File: src/rtl/fetch_stage_if.sv
// Fetch-stage bundle: instruction-memory request/response plus the decode-facing outputs.
// master = the fetch stage itself, slave = the memory/decode environment driving it.
interface fetch_stage_if;
  logic        stall;
  logic        redirect;
  logic [15:0] redirect_PC;
  logic [15:0] mem_data;
  logic        mem_rdy;
  logic [15:0] mem_addr;
  logic        mem_rd;
  logic [15:0] instruc;
  logic [15:0] seq_PC;
  logic        instr_valid;
  logic        halted;

  modport master (
    input  stall, redirect, redirect_PC, mem_data, mem_rdy,
    output mem_addr, mem_rd, instruc, seq_PC, instr_valid, halted
  );

  modport slave (
    output stall, redirect, redirect_PC, mem_data, mem_rdy,
    input  mem_addr, mem_rd, instruc, seq_PC, instr_valid, halted
  );
endinterface

File: src/rtl/fetch_stage.sv
// Instruction fetch stage: FETCH/HOLD/HALTED machine issuing one request per instruction
// and holding each fetched word for decode until it is consumed or a redirect flushes it.
module fetch_stage #(
  parameter logic [15:0] RESET_PC    = 16'h0000,
  parameter logic [4:0]  HALT_OPCODE = 5'b00000
) (
  input  logic          clk,
  input  logic          rst,
  fetch_stage_if.master fe_io
);

  typedef enum logic [1:0] {FETCH, HOLD, HALTED} state_t;

  state_t      state_q, state_d;
  logic [15:0] pc_q, pc_d;
  logic [15:0] instruc_q, instruc_d;
  logic [15:0] seq_pc_q, seq_pc_d;
  logic        valid_q, valid_d;
  logic        halted_q, halted_d;
  logic [15:0] pc_plus2;
  logic [15:0] redirect_target;

  // 16-bit sum: the carry out of 16'hFFFE + 2 is intentionally dropped.
  assign pc_plus2        = pc_q + 16'd2;
  assign redirect_target = {fe_io.redirect_PC[15:1], 1'b0};

  always_ff @(posedge clk or negedge rst) begin
    if (!rst) begin
      state_q   <= FETCH;
      pc_q      <= RESET_PC;
      instruc_q <= 16'h0000;
      seq_pc_q  <= 16'h0000;
      valid_q   <= 1'b0;
      halted_q  <= 1'b0;
    end else begin
      state_q   <= state_d;
      pc_q      <= pc_d;
      instruc_q <= instruc_d;
      seq_pc_q  <= seq_pc_d;
      valid_q   <= valid_d;
      halted_q  <= halted_d;
    end
  end

  always_comb begin
    state_d   = state_q;
    pc_d      = pc_q;
    instruc_d = instruc_q;
    seq_pc_d  = seq_pc_q;
    valid_d   = valid_q;
    halted_d  = halted_q;
    case (state_q)
      FETCH: begin
        if (fe_io.redirect) begin
          pc_d    = redirect_target;
          valid_d = 1'b0;
        end else if (fe_io.mem_rdy) begin
          instruc_d = fe_io.mem_data;
          seq_pc_d  = pc_plus2;
          pc_d      = pc_plus2;
          valid_d   = 1'b1;
          state_d   = HOLD;
        end
      end
      HOLD: begin
        // A redirect flushes the held word even if decode is stalled.
        if (fe_io.redirect) begin
          pc_d    = redirect_target;
          valid_d = 1'b0;
          state_d = FETCH;
        end else if (!fe_io.stall) begin
          valid_d = 1'b0;
          if (instruc_q[15:11] == HALT_OPCODE) begin
            halted_d = 1'b1;
            state_d  = HALTED;
          end else begin
            state_d = FETCH;
          end
        end
      end
      HALTED: begin
        valid_d = 1'b0;
      end
      default: begin
        state_d = FETCH;
      end
    endcase
  end

  // Reset gates the request so nothing is issued while rst is low.
  assign fe_io.mem_addr    = pc_q;
  assign fe_io.mem_rd      = rst && (state_q == FETCH) && !fe_io.redirect;
  assign fe_io.instruc     = instruc_q;
  assign fe_io.seq_PC      = seq_pc_q;
  assign fe_io.instr_valid = valid_q;
  assign fe_io.halted      = halted_q;

endmodule

File: src/flat_wrapper.sv
// flat-port wrapper written by rule: the top's interface ports become plain ports
module fetch_stage_flat 
#(
  parameter logic [15:0] RESET_PC    = 16'h0000,
  parameter logic [4:0]  HALT_OPCODE = 5'b00000
)
  (clk, rst, fe_io_stall, fe_io_redirect, fe_io_redirect_PC, fe_io_mem_data, fe_io_mem_rdy, fe_io_mem_addr, fe_io_mem_rd, fe_io_instruc, fe_io_seq_PC, fe_io_instr_valid, fe_io_halted);
  fetch_stage_if fe_io_i ();
  input  logic clk;
  input  logic rst;
  input wire logic [$bits(fe_io_i.stall)-1:0] fe_io_stall;
  input wire logic [$bits(fe_io_i.redirect)-1:0] fe_io_redirect;
  input wire logic [$bits(fe_io_i.redirect_PC)-1:0] fe_io_redirect_PC;
  input wire logic [$bits(fe_io_i.mem_data)-1:0] fe_io_mem_data;
  input wire logic [$bits(fe_io_i.mem_rdy)-1:0] fe_io_mem_rdy;
  output wire logic [$bits(fe_io_i.mem_addr)-1:0] fe_io_mem_addr;
  output wire logic [$bits(fe_io_i.mem_rd)-1:0] fe_io_mem_rd;
  output wire logic [$bits(fe_io_i.instruc)-1:0] fe_io_instruc;
  output wire logic [$bits(fe_io_i.seq_PC)-1:0] fe_io_seq_PC;
  output wire logic [$bits(fe_io_i.instr_valid)-1:0] fe_io_instr_valid;
  output wire logic [$bits(fe_io_i.halted)-1:0] fe_io_halted;
  assign fe_io_i.stall = fe_io_stall;
  assign fe_io_i.redirect = fe_io_redirect;
  assign fe_io_i.redirect_PC = fe_io_redirect_PC;
  assign fe_io_i.mem_data = fe_io_mem_data;
  assign fe_io_i.mem_rdy = fe_io_mem_rdy;
  assign fe_io_mem_addr = fe_io_i.mem_addr;
  assign fe_io_mem_rd = fe_io_i.mem_rd;
  assign fe_io_instruc = fe_io_i.instruc;
  assign fe_io_seq_PC = fe_io_i.seq_PC;
  assign fe_io_instr_valid = fe_io_i.instr_valid;
  assign fe_io_halted = fe_io_i.halted;
  fetch_stage #(.RESET_PC(RESET_PC), .HALT_OPCODE(HALT_OPCODE)) u_core (.clk(clk), .rst(rst), .fe_io(fe_io_i));
endmodule
File: config.mk
export PLATFORM = sky130hd
export DESIGN_NAME = fetch_stage_flat
export DESIGN_NICKNAME = d
export VERILOG_FILES = /design/src/rtl/fetch_stage_if.sv /design/src/rtl/fetch_stage.sv /design/src/flat_wrapper.sv
export SDC_FILE = /design/constraint.sdc
export NUM_CORES = 1
export LEC_CHECK = 0
export ABC_AREA = 0
export CORE_MARGIN = 2
export CORE_UTILIZATION = 49
export DETAILED_ROUTE_END_ITERATION = 6
export GPL_TIMING_DRIVEN = 0
export PLACE_DENSITY = 0.91
export SKIP_LAST_GASP = 1
export SLEW_MARGIN = 20
export SYNTH_ARGS = -nofsm -noshare
export SYNTH_HDL_FRONTEND = slang
export SYNTH_SLANG_ARGS = --single-unit
export TNS_END_PERCENT = 10
File: constraint.sdc
create_clock -name clk -period 4.2 [get_ports clk]
set_input_delay 0.84 -clock clk [delete_from_list [all_inputs] [get_ports clk]]
set_output_delay 0.84 -clock clk [all_outputs]
set_load 0.1 [all_outputs]
==> flow_metrics.py <==
metrics = {
    "logic_synthesis": {
        "synth.cell_area_sq_mm": 0.00258,
        "synth_top_cell_area_share": 0.485,
        "synth-edff-count": 0,
        "synthCells": 287,
        "synth_area_leaders": "dfrtp_1 (49%), nand2_1 (12%), o21ai_0 (3.3%)",
        "synth_top_cells_by_count": "nand2_1 (80), dfrtp_1 (50), o21ai_0 (17)",
        "yosys_most_used_dff": "dfrtp_1",
        "asyncSetResetFlopFracSynth": 1.00,
        "synth.distinct_cells": 47,
        "synth_area_leader_cell": "dfrtp_1",
        "synth_area_per_cell_sq_um": 8.98,
        "synth-seq-area-share": 0.485,
        "yosysMostFrequentCell": "nand2_1",
        "postSynthRegisterBits": 50,
        "ys.warnings.count": 0,
    },
    "cells_and_area": {
        "post_route_non_filler_standard_cell_count": 451,
        "n_antenna_cell": 0,
        "num-nets-final": 422,
        "fillerInstances": 412,
        "post_route_cells_drive_above_1_share": 0.0866,
        "area_growth_syn_to_layout_pct": 41.0,
    },
    "timing": {
        "final_period_minus_worst_setup_slack_ns": 3.85,
        "grt_setup_unrepaired": "false",
        "max_slew_margin": 0.336,
        "drv_slew": 0,
        "max_freq_mhz": 260,
        "finalSetupViolCount": 0,
        "post-route-worst-setup-slack_ns": 0.352,
        "fin_skew_ns": 0.00584,
        "slew_at_the_pin_with_the_worst_max_slew_slack_ns": 0.993,
        "final.period_utilization": 0.916,
        "final_hold_viol_count": 0,
    },
    "global_routing": {
        "grt.overflow.total": 0,
        "grt_start_max_net_pins": 35,
        "grt_pass1_wl_mm": 10.8,
        "grt_pass1_vias": 2188,
        "highest_utilization_routing_layer_at_the_global_route_stage": "met2",
        "total_track_usage": 0.227,
        "m2_gr_usage": 0.369,
        "groute.layer.met1.usage": 0.324,
        "met3_usage": 0.0273,
        "initial_antenna_violation_count": 0,
    },
    "clock_tree": {
        "post_cts.repair.setup_buffers": 0,
        "cts_tree": "built",
        "htree_levels": 2,
        "clock_buffer_count_from_cts": 5,
        "path_clk_slew_ns": 0.09,
        "count_of_instances_resized_after_the_clock_tree_is_built": 0,
        "ctsRootBufferMaster": "clkbuf_8",
        "post_cts_hold_buffer_count": 0,
        "cts.sinks": 50,
        "ctsLongestPathBuffers": 2,
        "clk_latency_ns": 0.30,
    },
    "worst_setup_path": {
        "timing.critical_path.from_type": "input pin",
        "max_stage_delay_ns": 1.14,
        "crit_required_ns": 3.36,
        "critical-path-slowest-cell": "clkdlybuf4s50_1",
        "timing.critical_path.mode_cell": "clkdlybuf4s50_1",
        "crit_arrival_ns": 3.01,
        "worst-path-buf-inv": 3,
        "cell_by_cell_trace_of_the_critical_path": "clkdlybuf4s50_1, buf_2, and3b_1, clkdlybuf4s50_1",
        "startpoint": "fe_io_redirect",
        "worst-path-max-fanout": 10,
        "reg2reg_from": "u_core.state_q[0]",
        "worst_path_dominant_cell_family": "buffers and inverters",
        "timing.critical_path.to_type": "output port",
        "timing.setup.critical_path_class": "in -> out",
    },
    "die": {
        "io-pin-count": 88,
        "coreArea_sq_mm": 0.00511,
        "die_w_microns": 76.5,
        "die_area_sq_mm": 0.00586,
        "dieHeight_microns": 76.5,
        "starting_density_of_the_core": 0.505,
        "rows": 26,
    },
    "placed_design": {
        "dpl.hpwl_mm": 4.89,
        "finalWeightedCongestion": 0.853,
        "placement.io_buffers": 84,
        "preCtsSetupSlack_ns": 0.379,
        "dpl.cell_count": 443,
    },
    "drt": {
        "drt_pass1_iterations": 6,
        "via_per_inst": 5.34,
        "postRouteWirelength_mm": 6.50,
        "antenna_violating_nets_post_route": 0,
        "wl_per_cell_microns": 14.4,
        "iter_0_drt_violations": 147,
        "number_of_remaining_drc_errors": 0,
        "total_via_count_in_the_routed_design": 2407,
    },
    "hold_path": {
        "hold_path.class": "in -> async",
    },
    "outcome": {
        "run_status": "finished, final reports clean",
    },
    "job": {
        "timing.max_cap.violations": 0,
    },
}
layout make-up:
cell class	instances	area, sq um	area share
repair buffers	85	856	0.235
flip-flops and latches	50	1250	0.344
multi-input cells	215	1220	0.337
clock buffers	6	72.6	0.0200
clock inverters	2	37.5	0.0103
well taps	70	87.6	0.0241
inverters	5	18.8	0.00516
plain buffers	18	87.6	0.0241
state kept, by name, summed over array words and instances (netlist names):
name / flops
u_core.fe_io.seq_PC: 15
u_core.state_q: 2
u_core.fe_io.halted: 1
u_core.fe_io.instr_valid: 1
u_core.fe_io.instruc: 16
u_core.fe_io.mem_addr: 15
kinds of logic after synthesis:
family	synth area share
compound gates	0.151
xor+xnor	0.0408
other cells	0.00145
simple gates	0.230
flops	0.485
buf+inv	0.0413
mux	0.0252
fa+ha+maj	0.0243
metal layers:
layer	wire length, microns	part of all wire
met1	2970	0.46
met2	3130	0.48
met3	331	0.051
met4	74	0.011
met5	0	0
cell usage in the layout, fill, tap and decap left out, types with 6 or more instances in the layout:
master and count:
a21oi_1 14, buf_2 11, clkdlybuf4s50_1 83, dfrtp_1 50, nand2_1 80, nand3_1 10, nor2_1 7, o21ai_0 17
o21ai_1 6, o22ai_1 9, xor2_1 7
worst paths after layout:
kind | cells past startpoint | slack (ns) | end
worst max-delay path | 4 | 0.35 | fe_io_mem_rd
worst min-delay path | 1 | 0.46 | u_core.fe_io.mem_addr[9]
worst max register to register | 7 | 2.23 | u_core.state_q[0]
worst min register to register | 1 | 0.47 | u_core.fe_io.halted
max in group asynchronous | 2 | 3.21 | u_core.fe_io.instruc[10]
min in group clk | 1 | 0.47 | u_core.fe_io.halted
stage by stage:
stage	cell area [sq um]	hold WS, ns	setup TNS (ns)	util
6_report	3630	0.460	0	0.712
5_1_grt	3630	0.482	0	0.712
4_1_cts	3630	0.473	0	0.712
3_5_place_dp	3520	0.452	0	0.690
3_3_place_gp	3510	0.452	-1.09	0.687
2_1_floorplan	2580	0.534	0	-
Power is left out: the tool's default activity adds up to more than one toggle a clock period on the data nets, which glitch-free logic cannot reach.
